## config.mk

```make
export PLATFORM = sky130hd
export DESIGN_NAME = i2c_target_tx
export DESIGN_NICKNAME = d
export VERILOG_FILES = /design/src/rtl/i2c_target_tx.sv
export SDC_FILE = /design/constraint.sdc
export NUM_CORES = 1
export LEC_CHECK = 0
export ABC_CLOCK_PERIOD_IN_PS = 3200
export CELL_PAD_IN_SITES_DETAIL_PLACEMENT = 0
export CELL_PAD_IN_SITES_GLOBAL_PLACEMENT = 1
export CORE_MARGIN = 10
export CORE_UTILIZATION = 43
export DETAILED_ROUTE_END_ITERATION = 7
export HOLD_SLACK_MARGIN = 0.05
export PLACE_DENSITY = 0.94
export SLEW_MARGIN = 10
export SYNTH_ARGS = -nofsm -noshare
export SYNTH_HDL_FRONTEND = slang
export SYNTH_SLANG_ARGS = --single-unit
```

## constraint.sdc

```tcl
create_clock -name clk -period 3.2 [get_ports clk]
set_input_delay 0.48 -clock clk [delete_from_list [all_inputs] [get_ports clk]]
set_output_delay 0.48 -clock clk [all_outputs]
set_load 0.02 [all_outputs]
```

## src/rtl/i2c_target_tx.sv

```systemverilog
// I2C read-only target: matches ADDR with R/W=1, ACKs, then streams bytes from a valid/ready source until the master NACKs.
// Optional clock stretching on an empty source is enabled with the I2C_STRETCH_EN macro.
module i2c_target_tx #(
  parameter logic [6:0] ADDR        = 7'h50,
  parameter int         SYNC_STAGES = 2
) (
  input  logic       clk,
  input  logic       rst,
  input  logic       scl_in,
  input  logic       sda_in,
  output logic       sda_oe,
  output logic       scl_oe,
  input  logic [7:0] tx_data,
  input  logic       tx_valid,
  output logic       tx_ready,
  output logic       busy,
  output logic       master_nack,
  output logic       underrun,
  output logic [7:0] byte_cnt
);

  typedef enum logic [2:0] {
    ST_IDLE, ST_ADDR, ST_ADDR_ACK, ST_TX_BYTE, ST_RX_ACK, ST_WAIT_STOP
  } state_t;

  state_t                 state;
  logic [SYNC_STAGES-1:0] scl_sync, sda_sync;
  logic [7:0]             shreg;
  logic [2:0]             cnt;
  logic                   phase;   // ACK slot: address ACK driven / master ACK seen
  logic                   stall;
  logic                   scl_cur, scl_prv, sda_cur, sda_prv;
  logic                   scl_rise, scl_fall, start, stop, load_slot;

  // Bit 0 is the newest sample; the two oldest flops provide levels and edges.
  assign scl_cur   = scl_sync[SYNC_STAGES-2];
  assign scl_prv   = scl_sync[SYNC_STAGES-1];
  assign sda_cur   = sda_sync[SYNC_STAGES-2];
  assign sda_prv   = sda_sync[SYNC_STAGES-1];
  assign scl_rise  = scl_cur & ~scl_prv;
  assign scl_fall  = ~scl_cur & scl_prv;
  assign start     = scl_cur & scl_prv & ~sda_cur & sda_prv;
  assign stop      = scl_cur & scl_prv & sda_cur & ~sda_prv;
  assign load_slot = scl_fall & phase & ((state == ST_ADDR_ACK) | (state == ST_RX_ACK));

  always_ff @(posedge clk) begin
    if (rst) begin
      scl_sync    <= '1;
      sda_sync    <= '1;
      state       <= ST_IDLE;
      shreg       <= 8'h00;
      cnt         <= 3'd0;
      phase       <= 1'b0;
      stall       <= 1'b0;
      sda_oe      <= 1'b0;
      scl_oe      <= 1'b0;
      tx_ready    <= 1'b0;
      busy        <= 1'b0;
      master_nack <= 1'b0;
      underrun    <= 1'b0;
      byte_cnt    <= 8'd0;
    end else begin
      scl_sync    <= {scl_sync[SYNC_STAGES-2:0], scl_in};
      sda_sync    <= {sda_sync[SYNC_STAGES-2:0], sda_in};
      tx_ready    <= 1'b0;
      master_nack <= 1'b0;
      underrun    <= 1'b0;
      if (start) begin
        state    <= ST_ADDR;
        cnt      <= 3'd0;
        phase    <= 1'b0;
        stall    <= 1'b0;
        sda_oe   <= 1'b0;
        scl_oe   <= 1'b0;
        busy     <= 1'b0;
        byte_cnt <= 8'd0;
      end else if (stop) begin
        state  <= ST_IDLE;
        phase  <= 1'b0;
        stall  <= 1'b0;
        sda_oe <= 1'b0;
        scl_oe <= 1'b0;
        busy   <= 1'b0;
      end else begin
        // SCL is let go one clk after the stalled byte's MSB is on SDA.
        if (scl_oe && !stall)
          scl_oe <= 1'b0;
        case (state)
          ST_ADDR: if (scl_rise) begin
            shreg <= {shreg[6:0], sda_cur};
            cnt   <= cnt + 3'd1;
            if (cnt == 3'd7) begin
              if (shreg[6:0] == ADDR && sda_cur) begin
                state <= ST_ADDR_ACK;
                busy  <= 1'b1;
                phase <= 1'b0;
              end else begin
                state <= ST_WAIT_STOP;
              end
            end
          end
          ST_ADDR_ACK: if (scl_fall && !phase) begin
            sda_oe <= 1'b1;
            phase  <= 1'b1;
          end
          ST_TX_BYTE: if (scl_fall && !stall) begin
            if (cnt == 3'd7) begin
              sda_oe   <= 1'b0;
              byte_cnt <= byte_cnt + 8'd1;
              phase    <= 1'b0;
              state    <= ST_RX_ACK;
            end else begin
              shreg  <= {shreg[6:0], 1'b0};
              sda_oe <= ~shreg[6];
              cnt    <= cnt + 3'd1;
            end
          end
          ST_RX_ACK: if (scl_rise && !phase) begin
            if (sda_cur) begin
              master_nack <= 1'b1;
              busy        <= 1'b0;
              state       <= ST_WAIT_STOP;
            end else begin
              phase <= 1'b1;
            end
          end
          default: ;
        endcase
        if (load_slot || stall) begin
          cnt   <= 3'd0;
          state <= ST_TX_BYTE;
          if (tx_valid) begin
            shreg    <= tx_data;
            sda_oe   <= ~tx_data[7];
            tx_ready <= 1'b1;
            stall    <= 1'b0;
          end else begin
`ifdef I2C_STRETCH_EN
            stall  <= 1'b1;
            scl_oe <= 1'b1;
            sda_oe <= 1'b0;
`else
            shreg    <= 8'hFF;
            sda_oe   <= 1'b0;
            underrun <= 1'b1;
`endif
          end
        end
      end
    end
  end

endmodule

```

After elaboration in Yosys (flattened, before gate mapping)
Cells that the tools add are included.
Widths: inputs -> output; s select.

word-level totals
  bits of input ports = 13
  register bits = 31
  output and inout port bits = 14

operators by class
  muxes and demuxes = 45
  bitwise operators = 21
  reduce and logical (&&, ||, !) cells = 25
  eq/ne operators = 29
  add/subtract/negate cells = 2

operators with widths
  cell                 number
  $mux 7               5
  $mux 3               11
  $mux 1               22
  $reduce_and 7->1     3
  $ne 5x5->1 const B   4
  $ne 3x3->1 const B   5
  $ne 2x2->1 const B   7
  $pmux 7 s2           1
  $reduce_and 6->1     2
  $not 1->1            11
  $and 1x1->1          9
  $pmux 3 s3           1
  $reduce_and 9->1     1
  $reduce_bool 3->1    3
  $add 8x1->8 const B  1
  $reduce_bool 4->1    2
  $reduce_or 4->1      2
  $eq 7x7->1 const B   1
  $eq 3x2->1 const B   2
  $eq 3x3->1 const B   2
  $ne 3x1->1 const B   2
  $pmux 3 s2           1
  $reduce_bool 6->1    1
  $ne 5x3->1 const B   1
  other kinds (18)     22

Logic depth before layout (Yosys ltp)
Gate-level depths: netlist (run 1).

  depth in word-level cells = 9
  depth in mapped cells = 8

Least setup slack after synthesis (run 1)
Ideal clock, no wire load.

  kind = register to register
  from = register shreg[0]
  to = register phase
  cell stages (with the launch flop) = 6
  buffers on the path = 0
  setup slack = 1354 ps
  arrival = 1742 ps
  required time = 3097 ps
  library setup time = 103 ps
  period minus slack after synthesis = 1846 ps
  cell sequence = dfxtp_1 or4b_4 o311a_4 nor3_2 a31oi_1 a2111oi_2

between the ends
  longest elaborated chain between the ends = 4

ends and longest elaborated chain
  item                        RTL line  text
  start: declaration          28        logic [7:0] shreg;
  start signal: assignment    90        shreg <= {shreg[6:0], sda_cur};
  start signal: assignment    113       shreg <= {shreg[6:0], 1'b0};
  start signal: assignment    133       shreg <= tx_data;
  $eq 7x7->1                  93        if (shreg[6:0] == ADDR && sda_cur) begin
  $logic_and 1x1->1           93
  $ne 2x2->1 (no line)        n/a
  $reduce_and 9->1 (no line)  n/a
  end signal: assignment      96        phase <= 1'b0;
  end signal: assignment      104       phase <= 1'b1;
  end signal: assignment      110       phase <= 1'b0;
  end: declaration            30        logic phase;

Every way passes these cells.
A chain may end at the register's enable or synchronous reset.

Final worst setup path (run 1)
  from = register state[1]
  to = register shreg[3]

between the ends
  longest elaborated chain between the ends = 5
  elaborated cells on any way between the ends = 13
  those cells by class = eq/ne (7); mux (2); bitwise (2); reduce/logical (2)

ends and longest elaborated chain
  item                                                              RTL line  text
  start: declaration                                                26        state_t state;
  start signal: assignment                                          50        state <= ST_IDLE;
  start signal: assignment                                          69        state <= ST_ADDR;
  start signal: assignment                                          78        state <= ST_IDLE;
  $eq 3x2->1 / $eq 3x3->1 (equally long branches)                   44        assign load_slot = scl_fall & phase & ((state == ST_ADDR_ACK) | (state == ST_RX_ACK));
  $or 1x1->1                                                        44
  $and 1x1->1                                                       44
  $ne 3x3->1 (no line) / $reduce_bool 3->1 (equally long branches)  n/a
  $reduce_and 6->1 (no line)                                        n/a

Parallel ways exist; a longest one is shown, timed or not.

==> results of run 1 <==
-- report_power, final --
part / internal, mW / leakage [nW] / switching [mW]
Sequential: 0.392 / 0.251 / 0.0115
Clock: 0.151 / 0.0402 / 0.156
Combinational: 0.0368 / 0.393 / 0.0364
-- cells by family (layout without fill, tap and decap cells) --
group | Yosys count | count (layout) | synth area share (%)
AO/OA/AOI/OAI | 44 | 44 | 18.7
XOR/XNOR | 8 | 8 | 4.08
adder cells (fa/ha/maj) | 3 | 3 | 2.19
buffers and inverters | 22 | 41 | 7.65
flip-flops | 31 | 31 | 36.2
multiplexers | 1 | 1 | 0.583
other | 1 | 1 | 0.218
AND/OR/NAND/NOR | 89 | 89 | 30.5
-- state kept, by name, summed over array words and instances, names as in the netlist --
register,cells
byte_cnt,8
shreg,7
cnt,3
state,3
scl_sync,2
sda_sync,2
busy,1
master_nack,1
phase,1
sda_oe,1
tx_ready,1
underrun,1
-- synthesized netlist by cell type, types with 2 or more instances --
library cell | instances | area share (%)
a211oi_1 | 3 | 1.3
a21oi_1 | 14 | 4.1
a31oi_1 | 2 | 0.73
buf_2 | 3 | 0.87
buf_4 | 2 | 0.87
clkbuf_1 | 6 | 1.3
clkbuf_8 | 2 | 1.6
dfxtp_1 | 31 | 36
ha_1 | 3 | 2.2
inv_1 | 6 | 1.3
nand2_1 | 23 | 5.0
nand2b_1 | 2 | 0.73
nand3_1 | 5 | 1.5
nand3b_1 | 9 | 3.9
nand4_1 | 2 | 0.73
nand4b_1 | 2 | 1.0
nor2_1 | 14 | 3.1
nor2b_1 | 3 | 1.1
nor3_1 | 4 | 1.2
nor4_1 | 2 | 0.73
o211ai_1 | 8 | 3.5
o21ai_0 | 3 | 0.87
or2_2 | 5 | 1.8
or3_1 | 3 | 1.1
xnor2_1 | 5 | 2.6
xor2_1 | 3 | 1.5
-- final cells by class --
cell class	count	area (um^2)
Inverter	6	22.5
Sequential cell	31	621
Fill cell	371	1750
Clock inverter	3	20.0
Timing Repair Buffer	27	265
Multi-Input combinational cell	146	965
Clock buffer	5	68.8
Tap cell	48	60.1
-- routing by layer --
layer	vias to the layer above	track usage, %
li1	748	-
met1	679	13.3
met2	32	17.0
met3	7	3.03
met4	0	3.69
met5	-	0
-- stage by stage --
| step | setup WS (ns) | util (%) | std cells |
|---|---|---|---|
| after floorplan | 1.35 | - | 199 |
| after global placement | 1.14 | 51.3 | 258 |
| after detailed placement | 1.14 | 51.3 | 258 |
| after CTS | 1.10 | 53.6 | 266 |
| after global routing | 0.922 | 53.6 | 266 |
| final | 1.06 | 53.6 | 266 |
-- critical path, stage by stage (launching register included) --
cell	delay, ns
dfxtp_1	0.61
xor2_1	0.27
and4b_1	0.26
buf_4	0.25
o211a_1	0.37
o211ai_1	0.14
a21oi_1	0.15
-- worst max-delay path by stage --
stage / cells after the start / to / slack (ns) / start
3_3_place_gp: 6 / shreg[4] / 1.14 / scl_sync[1]
3_5_place_dp: 6 / shreg[3] / 1.14 / state[1]
6_report: 6 / shreg[3] / 1.06 / state[1]
5_1_grt: 6 / shreg[5] / 0.92 / scl_sync[1]
4_1_cts: 6 / shreg[3] / 1.10 / state[1]
2_1_floorplan: 5 / phase / 1.35 / shreg[0]
-- cell usage in the layout (no fill, tap or decap), types with 2 or more instances in the layout --
| cell type | count |
|---|---|
| nor3_1 | 4 |
| buf_4 | 2 |
| a211oi_1 | 3 |
| nand3_1 | 5 |
| nor4_1 | 2 |
| or3_1 | 3 |
| a31oi_1 | 2 |
| ha_1 | 3 |
| nand3b_1 | 9 |
| nand4b_1 | 2 |
| clkdlybuf4s50_1 | 25 |
| nor2_1 | 14 |
| nand4_1 | 2 |
| or2_2 | 5 |
| xor2_1 | 3 |
| a21oi_1 | 14 |
| dfxtp_1 | 31 |
| xnor2_1 | 5 |
| nand2b_1 | 2 |
| clkbuf_8 | 5 |
| nor2b_1 | 3 |
| nand2_1 | 23 |
| clkinvlp_4 | 2 |
| o211ai_1 | 8 |
| o21ai_0 | 3 |
| inv_1 | 6 |
==> qor.txt, run 1 <==
Status -> complete, no violations
Worst Tran Pin Value -> 0.834 ns
I/O pins -> 27
Worst rel slew slack -> 44.3%
DRT iter0 DRCs -> 98
WL met3 -> 180 um
Synth Register Bits -> 31
Pwr Density -> 388 nW/um^2
Clock Path Buffers -> 2
Hold Violations, Final -> 0
Final ANT Viol Nets -> 0
Die ar. -> 6920 um^2
Core area -> 3770 um^2
CTS tree -> yes
RD Place Congestion -> 0.841
Net count, final -> 233
EDFF count, synth -> 0
Max frequency -> 468 MHz
Synthesized net count -> 215
DIE WIDTH -> 83.2 um
Hold_sp -> cnt[2]
Synth unique cells -> 60
Setup_tns -> 0 ns
Vias per cell -> 5.51
CP Launch Type -> register
WP data arrival -> 2.34 ns
Worst-Skew Late Latency -> 0.28 ns
Placed instance area -> 1930 um^2
Synth async-reset ratio -> 0%
Ant. Diodes -> 0
Hold WC Path Type -> reg -> reg
Synth Warn # -> 0
Min Tclk post-route -> 2.14 ns
Residual DRC -> 0
Number of gates resized after cts -> 0
Clock root cell -> clkbuf_8
CTS Buf Count -> 5
Post-synth top flop -> dfxtp_1
Vias post-DR -> 1,466
Area grow syn2layout -> 17.8%
Post-Synthesis Cells -> 199
CP Class -> reg -> reg
# rows -> 22
Cell count of the worst hold path -> 2
Fin crit share -> 66.8%
Met2 WL -> 1710 um
GRT Util Overall -> 10.7%
RR Endpoint -> shreg[3]
Mapped cell area -> 1720 um^2
# hold bufs at CTS -> 0
Crit-path max FO -> 22
Global-route wire length before repair -> 6480 um
Peak VDD IR -> 0.000342 V
Tot Pwr -> 0.784 mW
Chip height -> 83.2 um
Max-cap violation count -> 0
Crit. End Element -> register
Layout cells sized above 1 -> 11.9%
Setup Buffers After CTS -> 0
RSZ-0062 raised after global routing -> false
Data required time of the worst path -> 3.40 ns
Top sig layer -> met4
# port buffers -> 25
Dpl hpwl -> 2720 um
Final WL -> 3810 um
Clock sinks -> 31
Hold Path End -> cnt[2]
Final setup violation count -> 0
Flop-to-flop setup slack -> 1.06 ns
Pre-antenna DRT Iters -> 4
Largest net degree at the start of global routing -> 23
Clock transition at path regs -> 0.07 ns
Vias in the first global route -> 1,371
Seq/Total Area, Yosys -> 36.2%
Initial core utilization -> 45.5%
Final instance area -> 2020 um^2
Hold WS -> 0.462 ns
Final max-slew violation count -> 0
Cell leakage power -> 0.684 nW
Reg2reg path depth -> 6
Initial antenna violation count -> 0
Post-route clock skew -> 0.00668 ns
H-tree levels -> 2
Reg2Reg Launch Point -> state[1]
Routed len/inst -> 14.3 um
Grt ovf -> 0
Syn avg cell area -> 8.63 um^2
M1 WL -> 1870 um
Power figures use the tool's default switching activity.
==> run 2, diff against run 1 <==
- ABC_CLOCK_PERIOD_IN_PS: 3200 -> 1900
- CORE_UTILIZATION: 43 -> 36
- PLACE_DENSITY: 0.94 -> 0.85
- clock period: 3.2 -> 1.9 ns (I/O delays scaled with it)
==> run 2 against run 1 <==
  * Via count increased by 1.7%
  * Critical endpoint is now phase
  * Sequential power increased by 67%
  * Global-route usage decreased by 0.13 points
  * Largest cell class unchanged
  * Largest power group unchanged
==> qor.txt, run 2 (synthesis gave the netlist of run 1 again) <==
Status -> complete, no violations
# port buffers -> 25
Dpl hpwl -> 3010 um
Hold Violations, Final -> 0
Worst setup margin -> 0.0882 ns
# rows -> 25
Global-route wire length before repair -> 6630 um
Placed cells -> 281
Area grow syn2layout -> 28.1%
Vias per cell -> 5.18
Commonest non-fill, non-tap cell in the layout -> dfxtp_1
Largest regs -> byte_cnt x8, shreg x7
Largest Register -> byte_cnt
Final instance area -> 2200 um^2
CTS tree -> yes
Vias in the first global route -> 1,353
Tot Pwr -> 1.34 mW
Final setup violation count -> 0
Worst rel slew slack -> 43.4%
Vias post-DR -> 1,491
GRT Util Overall -> 10.5%
Ant. Diodes -> 0
CP Class -> reg -> reg
Sw power -> 0.322 mW
Die ar. -> 7930 um^2
Reg power frac -> 50.0%
Initial core utilization -> 36.8%
Worst-Skew Late Latency -> 0.28 ns
Clock transition at path regs -> 0.06 ns
DIE WIDTH -> 89.1 um
Crit-path max FO -> 3
Layout cells sized above 1 -> 23.1%
RD Place Congestion -> 0.853
Final ANT Viol Nets -> 0
Pwr Density -> 611 nW/um^2
Pre-antenna DRT Iters -> 4
H-tree levels -> 2
Worst Tran Pin Value -> 0.847 ns
Clk pwr share -> 38.7%
Clock root cell -> clkbuf_8
Final WL -> 3930 um
Peak VDD IR -> 0.000351 V
Core area -> 4660 um^2
Number of flip-flops in the largest register -> 8
Data required time of the worst path -> 2.08 ns
DRT iter0 DRCs -> 117
Min Tclk post-route -> 1.81 ns
CP Launch Type -> register
Final max-slew violation count -> 0
Hold WS -> 0.457 ns
Routed len/inst -> 13.7 um
Crit. End Element -> register
# hold bufs at CTS -> 0
Internal power -> 1.02 mW
Chip height -> 89.1 um
Clock Path Buffers -> 2
Final core occ -> 47.2%
Non-Filler Instances -> 288
WP data arrival -> 1.99 ns
I/O pins -> 27
Fin crit share -> 95.4%
Gate power share -> 11.4%
CTS Buf Count -> 5
Residual DRC -> 0
Setup_tns -> 0 ns
Hold WC Path Type -> reg -> reg
Clock sinks -> 31
Net count, final -> 250
Post-route clock skew -> 0.00569 ns
Cell leakage power -> 0.779 nW
Max frequency -> 552 MHz
Max-cap violation count -> 0
Most frequent cells in the layout -> 26 x dfxtp_1, 25 x clkdlybuf4s50_1, 23 x nand2_1, 19 x buf_4
Largest net degree at the start of global routing -> 12
Dpl ws -> 0.00999 ns
Grt ovf -> 0
Placed instance area -> 2070 um^2
Switching Share -> 23.9%
Initial antenna violation count -> 0
RSZ-0062 raised after global routing -> true
run 2: critical path: stages (launching register included):
cell       delay (ns)
dfxtp_2          0.32
or4b_4           0.54
o311a_4          0.35
nor3_2           0.13
a31oi_1          0.11
a2111oi_2        0.27
run 2: path summary, 6_finish.rpt:
check / from / endpoint / slack [ns] / cells past startpoint
setup / recovery: shreg[0] / phase / 0.09 / 5
hold / removal: cnt[1] / cnt[1] / 0.46 / 2
setup reg to reg: shreg[0] / phase / 0.09 / 5
hold reg to reg: cnt[1] / cnt[1] / 0.46 / 2
run 2: timing repair:
item                       CTS  global route
resized for setup            0            13
setup endpoints to repair    1            16
buffers inserted             0             0
pin swaps                    1             2
run 2: layout make-up:
class,count,area [um^2]
multi-input cells,146,1000
fillers,449,2460
repair buffers,44,393
well taps,54,67.6
flip-flops and latches,31,627
clock inverters,1,5.00
clock buffers,6,82.6
inverters,6,22.5
run 2: metal layers:
metal | GRT usage, % | vias to the layer above | wire length [um]
met5 | 0 | - | 0
met4 | 3.47 | 0 | 56
met3 | 3.19 | 6 | 159
met2 | 16.3 | 28 | 1890
met1 | 13.6 | 681 | 1830
li1 | - | 776 | -
run 2: power by group through the flow:
stage | combinational, mW | sequential (mW) | clock, mW
after floorplan | 0.0998 | 0.683 | 0
after global placement | 0.149 | 0.685 | 0
after detailed placement | 0.150 | 0.685 | 0
after CTS | 0.150 | 0.670 | 0.532
after global routing | 0.168 | 0.673 | 0.561
final | 0.152 | 0.672 | 0.519
